**src/rtl/mul_frac_pipe_if.sv**
```systemverilog
// Operand/result handshake bundle for mul_frac_pipe.
// master = operand source + result consumer, slave = the multiplier.
interface mul_frac_pipe_if #(
  parameter int WIDTH = 8
);
  logic [WIDTH-1:0] a_i;
  logic [WIDTH-1:0] b_i;
  logic             round_i;
  logic             valid_i;
  logic             ready_o;
  logic [WIDTH-1:0] p_o;
  logic             valid_o;
  logic             ready_i;

  modport master (
    output a_i, b_i, round_i, valid_i, ready_i,
    input  ready_o, p_o, valid_o
  );

  modport slave (
    input  a_i, b_i, round_i, valid_i, ready_i,
    output ready_o, p_o, valid_o
  );
endinterface

```
**src/rtl/mul_frac_pipe.sv**
```systemverilog
// Pipelined fractional multiplier returning the high half of a*b.
//  - SIGNED=0: unsigned Q0.W, p = (a*b [+2^(W-1)]) >> W
//  - SIGNED=1: Q1.(W-1),      p = (a*b [+2^(W-2)]) >>> (W-1), saturated to 2^(W-1)-1
// The operand-capture edge loads the first of STAGES accumulation registers;
// partial-product rows are spread ceil(W/STAGES) per stage, and a final
// register holds the shifted/saturated result, so a sample accepted at edge N
// appears after edge N+STAGES. One global enable stalls the whole pipe.
// Optional build macro MUL_FRAC_OVF_EN adds ovf_o / ovf_cnt_o.
module mul_frac_pipe #(
  parameter int WIDTH  = 8,
  parameter int STAGES = 3,
  parameter int SIGNED = 0
) (
  input  logic          clk,
  input  logic          rst,
  mul_frac_pipe_if.slave bus
`ifdef MUL_FRAC_OVF_EN
  ,
  output logic          ovf_o,
  output logic [15:0]   ovf_cnt_o
`endif
);

  localparam int W2 = 2 * WIDTH;
  localparam int R  = (WIDTH + STAGES - 1) / STAGES;   // rows per stage
  // Rounding constant is injected as the accumulator seed, so it costs no extra adder row.
  localparam logic [W2-1:0] RND_K = (SIGNED != 0) ? (W2'(1) << (WIDTH - 2))
                                                  : (W2'(1) << (WIDTH - 1));

  logic                          w_en;
  logic [STAGES:0]               r_vld_pipe;
  logic [STAGES-1:0][W2-1:0]     r_acc;
  logic [STAGES-1:0][WIDTH-1:0]  r_a;
  logic [STAGES-1:0][WIDTH-1:0]  r_b;
  logic [WIDTH-1:0]              r_p;

  logic [W2-1:0]                 w_acc0;
  logic [STAGES:0][W2-1:0]       w_acc_src;
  logic [STAGES:0][WIDTH-1:0]    w_a_src;
  logic [STAGES:0][WIDTH-1:0]    w_b_src;
  logic [STAGES-1:0][W2-1:0]     w_acc_nxt;
  logic [W2-1:0]                 w_ext;
  logic [W2-1:0]                 w_sum;
  logic [W2-1:0]                 w_fin;
  logic [WIDTH-1:0]              w_p;
  logic                          w_ovf;
  logic                          w_unused;

  // Whole pipe moves unless the output holds an unconsumed sample.
  assign w_en        = !r_vld_pipe[STAGES] || bus.ready_i;
  assign bus.ready_o = w_en;
  assign bus.valid_o = r_vld_pipe[STAGES];
  assign bus.p_o     = r_p;

  // Stage k reads source index k: index 0 is the live input, k>0 the previous stage.
  assign w_acc0    = bus.round_i ? RND_K : '0;
  assign w_acc_src = {r_acc, w_acc0};
  assign w_a_src   = {r_a, bus.a_i};
  assign w_b_src   = {r_b, bus.b_i};

  // Per-stage partial-product rows; the signed MSB row carries negative weight.
  always_comb begin
    w_acc_nxt = '0;
    w_ext     = '0;
    w_sum     = '0;
    for (int k = 0; k < STAGES; k++) begin
      w_ext = (SIGNED != 0) ? {{WIDTH{w_a_src[k][WIDTH-1]}}, w_a_src[k]}
                            : {{WIDTH{1'b0}}, w_a_src[k]};
      w_sum = w_acc_src[k];
      for (int j = 0; j < R; j++) begin
        if (k * R + j < WIDTH) begin
          if (w_b_src[k][k*R+j]) begin
            if ((SIGNED != 0) && (k * R + j == WIDTH - 1))
              w_sum = w_sum - (w_ext << (k * R + j));
            else
              w_sum = w_sum + (w_ext << (k * R + j));
          end
        end
      end
      w_acc_nxt[k] = w_sum;
    end
  end

  assign w_fin = r_acc[STAGES-1];

  // Select the result window; signed overflow shows as sign=0 with bit 2W-2 set.
  always_comb begin
    w_ovf = 1'b0;
    w_p   = w_fin[W2-1:WIDTH];
    if (SIGNED != 0) begin
      if (!w_fin[W2-1] && w_fin[W2-2]) begin
        w_ovf = 1'b1;
        w_p   = {1'b0, {(WIDTH-1){1'b1}}};
      end else begin
        w_p   = w_fin[W2-2:WIDTH-1];
      end
    end
  end

  // Operands of the last stage and the discarded low product bits go nowhere.
  assign w_unused = ^{w_a_src[STAGES], w_b_src[STAGES], w_fin[WIDTH-2:0], w_ovf};

  // Pipeline registers: valid bits shift with data, everything holds when w_en=0.
  always_ff @(posedge clk) begin
    if (rst) begin
      r_vld_pipe <= '0;
      r_acc      <= '0;
      r_a        <= '0;
      r_b        <= '0;
      r_p        <= '0;
    end else if (w_en) begin
      r_vld_pipe[0] <= bus.valid_i;
      for (int i = 1; i <= STAGES; i++) r_vld_pipe[i] <= r_vld_pipe[i-1];
      r_acc <= w_acc_nxt;
      r_a   <= w_a_src[STAGES-1:0];
      r_b   <= w_b_src[STAGES-1:0];
      r_p   <= w_p;
    end
  end

`ifdef MUL_FRAC_OVF_EN
  logic        r_ovf;
  logic [15:0] r_ovf_cnt;

  // Saturation flag rides alongside r_p.
  always_ff @(posedge clk) begin
    if (rst)       r_ovf <= 1'b0;
    else if (w_en) r_ovf <= w_ovf;
  end

  // Count saturated samples as they are handed off; sticks at all-ones.
  always_ff @(posedge clk) begin
    if (rst)
      r_ovf_cnt <= '0;
    else if (r_vld_pipe[STAGES] && bus.ready_i && r_ovf && (r_ovf_cnt != 16'hFFFF))
      r_ovf_cnt <= r_ovf_cnt + 16'd1;
  end

  assign ovf_o     = r_ovf;
  assign ovf_cnt_o = r_ovf_cnt;
`endif

endmodule

```
**src/flat_wrapper.sv**
```systemverilog
// flat-port wrapper written by rule: the top's interface ports become plain ports
module mul_frac_pipe_flat 
#(
  parameter int WIDTH  = 8,
  parameter int STAGES = 3,
  parameter int SIGNED = 0
)
  (clk, rst, bus_a_i, bus_b_i, bus_round_i, bus_valid_i, bus_ready_i, bus_ready_o, bus_p_o, bus_valid_o);
  mul_frac_pipe_if #(.WIDTH(WIDTH)) bus_i ();
  input  logic clk;
  input  logic rst;
  input wire logic [$bits(bus_i.a_i)-1:0] bus_a_i;
  input wire logic [$bits(bus_i.b_i)-1:0] bus_b_i;
  input wire logic [$bits(bus_i.round_i)-1:0] bus_round_i;
  input wire logic [$bits(bus_i.valid_i)-1:0] bus_valid_i;
  input wire logic [$bits(bus_i.ready_i)-1:0] bus_ready_i;
  output wire logic [$bits(bus_i.ready_o)-1:0] bus_ready_o;
  output wire logic [$bits(bus_i.p_o)-1:0] bus_p_o;
  output wire logic [$bits(bus_i.valid_o)-1:0] bus_valid_o;
  assign bus_i.a_i = bus_a_i;
  assign bus_i.b_i = bus_b_i;
  assign bus_i.round_i = bus_round_i;
  assign bus_i.valid_i = bus_valid_i;
  assign bus_i.ready_i = bus_ready_i;
  assign bus_ready_o = bus_i.ready_o;
  assign bus_p_o = bus_i.p_o;
  assign bus_valid_o = bus_i.valid_o;
  mul_frac_pipe #(.WIDTH(WIDTH), .STAGES(STAGES), .SIGNED(SIGNED)) u_core (.clk(clk), .rst(rst), .bus(bus_i));
endmodule
```
**config.mk**
```make
export PLATFORM = sky130hd
export DESIGN_NAME = mul_frac_pipe_flat
export DESIGN_NICKNAME = d
export VERILOG_FILES = /design/src/rtl/mul_frac_pipe_if.sv /design/src/rtl/mul_frac_pipe.sv /design/src/flat_wrapper.sv
export SDC_FILE = /design/constraint.sdc
export NUM_CORES = 1
export LEC_CHECK = 0
export CORE_MARGIN = 2
export CORE_UTILIZATION = 55
export CTS_CLUSTER_DIAMETER = 30
export DETAILED_ROUTE_END_ITERATION = 6
export PLACE_DENSITY = 0.74
export RECOVER_POWER = 100
export SYNTH_ARGS = -nofsm -noshare
export SYNTH_HDL_FRONTEND = slang
export SYNTH_SLANG_ARGS = --single-unit
```
**constraint.sdc**
```tcl
create_clock -name clk -period 12.15 [get_ports clk]
set_clock_uncertainty 0.1 [all_clocks]
set_input_delay 1.215 -clock clk [delete_from_list [all_inputs] [get_ports clk]]
set_output_delay 1.215 -clock clk [all_outputs]
set_load 0.02 [all_outputs]
```
==> run summary, run 1 <==
status -> finished with violations
failing checks -> max-capacitance violations, max-slew violations
FP Rows -> 34
final setup fails -> 0
Reg2Reg Launch Point -> u_core.r_vld_pipe[3]
fin crit share -> 0.498
Placed Area -> 0.00529 sq mm
I/O Buffers -> 30
critical path, cell by cell -> dlygate4sd3_1 > nor2b_4 > clkbuf_1 > clkinv_1 > clkbuf_1 > and3_1 > a21oi_1 > o31ai_1 > nor2b_1
Worst Max-Slew Pin Slew -> 2910 ps
CTS sink count -> 59
first-pass GRT wire length -> 20700 microns
Synth Area in Adders -> 0.165
final antenna-violating net count -> 0
Hold WC Path Type -> reg2reg
RSZ-0062 raised after global routing -> false
Synthesis Warnings -> 0
Pins Over Slew Limit -> 127
gr usage total -> 0.255
Relative slew margins -> -0.940
H-tree Lvls -> 3
main combinational cell family by area after synthesis -> compound AO/OA/AOI/OAI gates
Post-synth EDFFs -> 0
Die Y -> 98.9 microns
routed vias/inst -> 6.07
Critical Path End Type -> flop
DPL Wire Length -> 8520 microns
postcts setup bufs -> 0
Layout area overhead -> 11.5%
remaining global-route overflow -> 0
clk_lat worst skew -> 350 ps
Num CTS Buffers -> 9
post-synthesis net count -> 709
worst slack, placed -> 7090 ps
most common cell in the netlist -> nand2_1
crit path max fanout -> 71
wire per inst -> 15.7 microns
XOR/XNOR share of the synthesized area -> 0.0530
Post-Syn Area per Cell -> 7.90 sq um
Synth top cells by count -> 105 x nand2_1, 62 x a21oi_1, 59 x dfxtp_1
simple logic cell fraction of the synthesized area -> 0.199
top cells by area, synth -> dfxtp_1 24%, ha_1 14%, nand2_1 8.0%
CP startpoint kind -> input pin
minimum clock period -> 6050 ps
setup TNS -> 0 ps
number of global-route vias before repair -> 4594
Starting DRT DRC Count -> 196
Top FF cell, synth -> dfxtp_1
total of max-cap violations -> 2
total wire length -> 11800 microns
asr flop ratio synth -> 0
leakage power -> 2.51 nW
fmax -> 0.165 GHz
full die area -> 0.00978 sq mm
multi-input combinational cell area -> 0.00357 sq mm
PwrDens -> 117 mW/mm^2
Fillers -> 791
required time of the critical path -> 12260 ps
reg2reg setup slack -> 7190 ps
CTS root buf -> clkbuf_8
CP startpoint -> bus_ready_i
core area -> 0.00872 sq mm
CP arrival -> 6160 ps
post-cts resize count -> 0
CTS tree -> yes
gp weighted congestion -> 0.933
Final Core Density -> 0.633
die width -> 98.9 microns
cell taking the most area after synthesis -> dfxtp_1
CTS hold repair buffers -> 0
Peak VDD IR -> 63.7 uV
largest net degree at the start of global routing -> 72
Initial DRT Pass Iterations -> 5
synth unique cells -> 66
Tot Pwr -> 0.000646 W
initial antenna violation count -> 0
Mapped Area -> 0.00495 sq mm
mux cell area share after synthesis -> 0.0376
crit path kind -> in2reg
final worst slack -> 6100 ps
maximum buffer depth of the clock tree -> 2
Synth top area share -> 0.238
Starting Density -> 0.568
cell area after layout -> 0.00552 sq mm
max incr delay on CP -> 1750 ps
final hold violations -> 0
DRC viols -> 0
share of cells above drive strength 1 -> 0.0636
# nets final -> 722
R2R cell count -> 8
Critical Path Sink -> u_core.r_acc[10]
sequential-to-total area share from yosys stat -> 0.238
Clock transition at path regs -> 70 ps
Most common cell on crit path -> clkbuf_1
Crit-path slowest cell -> clkbuf_1
# diodes -> 0
R2R Path End -> u_core.r_acc[10]
#FFs+latches synth -> 59
Vias -> 4570
Mapped Cells -> 627
Reg area -> 0.00118 sq mm
Compound-Gate Fraction of Synth Area -> 0.267
I/O Pins -> 31
==> layer usage <==
layer	track usage	wire length, microns
met1	0.319	5330
met4	0.0674	161
met5	0	0
met3	0.0482	391
met2	0.450	5910
==> cells in the final DEF, fill, tap and decap left out, types with 3 or more instances in the layout <==
| cell type | Yosys | layout |
|---|---|---|
| dfxtp_1 | 59 | 59 |
| a211oi_1 | 14 | 15 |
| ha_1 | 54 | 54 |
| or3_1 | 5 | 5 |
| nor3_1 | 13 | 13 |
| nand3_1 | 12 | 12 |
| mux2i_1 | 13 | 13 |
| a211o_1 | 6 | 6 |
| nor2_1 | 39 | 39 |
| a41oi_1 | 4 | 4 |
| a211oi_2 | 5 | 4 |
| xor2_1 | 12 | 12 |
| fa_1 | 7 | 7 |
| o211ai_1 | 5 | 5 |
| o21a_1 | 5 | 5 |
| nand3b_1 | 4 | 4 |
| nor2b_1 | 8 | 7 |
| xnor2_1 | 18 | 18 |
| inv_1 | 17 | 17 |
| o31ai_1 | 5 | 5 |
| bufinv_16 | 0 | 3 |
| clkbuf_8 | 0 | 10 |
| o21bai_1 | 4 | 4 |
| dlygate4sd3_1 | 0 | 11 |
| mux2_2 | 5 | 5 |
| a21o_1 | 20 | 20 |
| and2_1 | 8 | 8 |
| clkdlybuf4s50_1 | 0 | 18 |
| a31oi_1 | 10 | 10 |
| nand4_1 | 5 | 5 |
| nand2_1 | 105 | 105 |
| a21oi_1 | 62 | 62 |
| o21ai_1 | 11 | 10 |
| o21ai_0 | 17 | 18 |
==> registers in the layout, summed over array words and instances (netlist names) <==
signal	cells
u_core.r_b	7
u_core.bus.p_o	8
u_core.r_a	16
u_core.r_acc	16
u_core.w_fin	8
u_core.r_vld_pipe	4
==> area by class of cell <==
class / instances / share of cell area
tap: 108 / 0.0245
inverter: 19 / 0.0129
multi-input combinational: 518 / 0.647
clock inverter: 6 / 0.0202
sequential: 59 / 0.214
clock buffer: 10 / 0.0249
timing repair buffer: 33 / 0.0562
==> logic make-up (layout without fill, tap and decap cells) <==
family,count (synthesis),after routing
AND/OR/NAND/NOR,215,215
AO/OA/AOI/OAI,194,194
adder cells (fa/ha/maj),61,61
flip-flops,59,59
buffers and inverters,50,68
XOR/XNOR,30,30
multiplexers,18,18
==> how the worst min path moves through the flow <==
stage	start	endpoint	slack (ps)	cells past startpoint
3_5_place_dp	u_core.r_vld_pipe[1]	u_core.r_vld_pipe[1]	340	2
3_3_place_gp	u_core.r_vld_pipe[0]	u_core.r_vld_pipe[0]	340	2
6_report	u_core.bus.p_o[6]	u_core.bus.p_o[6]	350	2
4_1_cts	u_core.r_b[6]	u_core.r_b[6]	350	2
2_1_floorplan	u_core.r_b[6]	u_core.r_b[6]	330	2
5_1_grt	u_core.bus.p_o[2]	u_core.bus.p_o[2]	380	2
==> critical path, delay by kind of cell <==
family                 cells  cell delay [ps]
and+or+nand+nor            3              880
AOI/OAI and AO/OA          2              220
buffers and inverters      4             3800
==> power breakdown <==
part	internal, W	switching [W]
clock	0.000142	0.0000856
sequential	0.000207	0.0000164
combinational	0.0000870	0.000108
total	0.000436	0.000209
==> stage by stage <==
step	hold slack (ps)	cells
finish	351	753
global route	377	753
CTS	355	753
detailed placement	345	737
global placement	338	737
floorplan	332	627
No activity file was read; power rests on OpenSTA's default activity.
==> run 2, diff against run 1 <==
- clock period: 12.15 -> 6 ns (I/O delays scaled with it)
==> run summary, run 2 (synthesis gave the netlist of run 1 again) <==
clock network power share -> 0.303
Worst path depth -> 16
Critical Path Sink -> u_core.r_acc[27]
CP startpoint kind -> flop
wire per inst -> 15.5 microns
reg2reg setup slack -> 1200 ps
final antenna-violating net count -> 0
minimum clock period -> 4800 ps
CP arrival -> 4960 ps
Placed Cells -> 737
I/O Pins -> 31
switch share -> 0.340
max incr delay on CP -> 540 ps
share of cells above drive strength 1 -> 0.0559
fmax -> 0.208 GHz
largest net degree at the start of global routing -> 63
Top Metal Used -> met4
Clock transition at path regs -> 70 ps
total of max-cap violations -> 0
gr usage total -> 0.256
I/O Buffers -> 30
PwrDens -> 221 mW/mm^2
number of global-route vias before repair -> 4521
# nets final -> 722
Critical Path End Type -> flop
Vias -> 4539
met3 WL -> 417 microns
multi-input combinational cell area -> 0.00354 sq mm
status -> complete, no violations
# diodes -> 0
Hold WC Path Type -> reg2reg
R2R cell count -> 16
min-delay src -> u_core.bus.p_o[6]
Largest regs -> u_core.r_a x16, u_core.r_acc x16
first-pass GRT wire length -> 20600 microns
non-filler cells in the finished layout -> 752
Pins Over Slew Limit -> 0
most frequent cells in the layout -> 105 x nand2_1, 63 x a21oi_1, 59 x dfxtp_1
CTS root buf -> clkbuf_8
Peak VDD IR -> 122 uV
final setup fails -> 0
maximum buffer depth of the clock tree -> 2
CTS tree -> yes
core area -> 0.00872 sq mm
Starting Density -> 0.568
CTS sink count -> 59
DRC viols -> 0
met2 WL post-DR -> 5720 microns
gp weighted congestion -> 0.932
postcts setup bufs -> 0
Relative slew margins -> 0.0946
R2R Path End -> u_core.r_acc[27]
switching pwr -> 0.000408 W
RSZ-0062 raised after global routing -> false
crit path kind -> reg2reg
Num CTS Buffers -> 9
post-cts resize count -> 0
Die Y -> 98.9 microns
initial antenna violation count -> 0
Layout area overhead -> 9.75%
leakage power -> 2.48 nW
Fillers -> 796
Worst Path Buf+Inv -> 0
CP startpoint -> u_core.r_a[0]
Worst Hold Slack -> 346 ps
Comb pwr share -> 0.320
full die area -> 0.00978 sq mm
routed vias/inst -> 6.04
Reg area -> 0.00118 sq mm
required time of the critical path -> 6160 ps
clk_lat worst skew -> 350 ps
Crit-path slowest cell -> a221oi_1
CTS hold repair buffers -> 0
setup TNS -> 0 ps
die width -> 98.9 microns
Initial DRT Pass Iterations -> 4
H-tree Lvls -> 3
Seq pwr share -> 0.377
remaining global-route overflow -> 0
Reg2Reg Launch Point -> u_core.r_a[0]
crit path max fanout -> 9
internal cell power -> 0.000791 W
Most common cell on crit path -> ha_1
critical path, cell by cell -> and2_0 > fa_1 > a21oi_1 > o21ai_0 > o31ai_1 > ha_1 > a221oi_1 > or3_1 > a21boi_1 > a211o_1 > ha_1 > a21o_1 > a31oi_1 > xor2_1 > a311o_1 > a41oi_1
Routed met1 length -> 5260 microns
final hold violations -> 0
Worst path top cell family by delay -> compound AO/OA/AOI/OAI gates
fin crit share -> 0.799
DPL Wire Length -> 8640 microns
Worst Max-Slew Pin Slew -> 1360 ps
Starting DRT DRC Count -> 156
FP Rows -> 34
commonest non-fill, non-tap cell in the layout -> nand2_1
total wire length -> 11700 microns
run 2: cell count changes in the layout (fill, tap and decap cells not counted), moves of 2 or more:
cell	before	now
and2_0	0	2
and2_1	8	6
bufinv_16	3	1
clkinv_2	1	3
o21ai_0	18	22
o21ai_1	10	6
run 2: how the worst min path moves through the flow:
stage,end,slack (ps),cells past startpoint
finish,u_core.bus.p_o[6],350,2
global placement,u_core.bus.p_o[6],340,2
global route,u_core.bus.p_o[6],370,2
CTS,u_core.r_b[7],350,2
floorplan,u_core.r_b[6],330,2
detailed placement,u_core.r_b[7],340,2
run 2: through the flow:
stage | setup slack (ps) | util | total power (W) | area, sq um
after floorplan | 1750 | - | 0.000759 | 4950
after global placement | 1530 | 0.606 | 0.000835 | 5290
after detailed placement | 1360 | 0.606 | 0.000848 | 5290
after CTS | 1360 | 0.628 | 0.00121 | 5480
after global routing | 837 | 0.623 | 0.00128 | 5440
final | 1200 | 0.623 | 0.00120 | 5440
run 2: power by group through the flow:
stage	combinational, W	clock (W)	sequential, W
after CTS	0.000390	0.000370	0.000452
after global routing	0.000434	0.000384	0.000457
after detailed placement	0.000387	0	0.000461
final	0.000384	0.000363	0.000453
after global placement	0.000375	0	0.000460
after floorplan	0.000311	0	0.000448
run 2: layout make-up:
type                    count  share of cell area
clock inverters             5             0.00990
multi-input cells         518               0.652
clock buffers              10              0.0253
flip-flops and latches     59               0.217
inverters                  19              0.0131
repair buffers             33              0.0578
well taps                 108              0.0249
run 2: worst min-delay path: cells and delay by family, from the launching register on:
kind / cells / cell delay [ps]
and+or+nand+nor: 1 / 50
DFF: 1 / 310
AOI/OAI and AO/OA: 1 / 50
run 2: routing by layer:
layer,track usage,vias to the layer above
met5,0,-
met4,0.116,0
met3,0.0369,27
met2,0.430,97
met1,0.324,2118
li1,-,2297
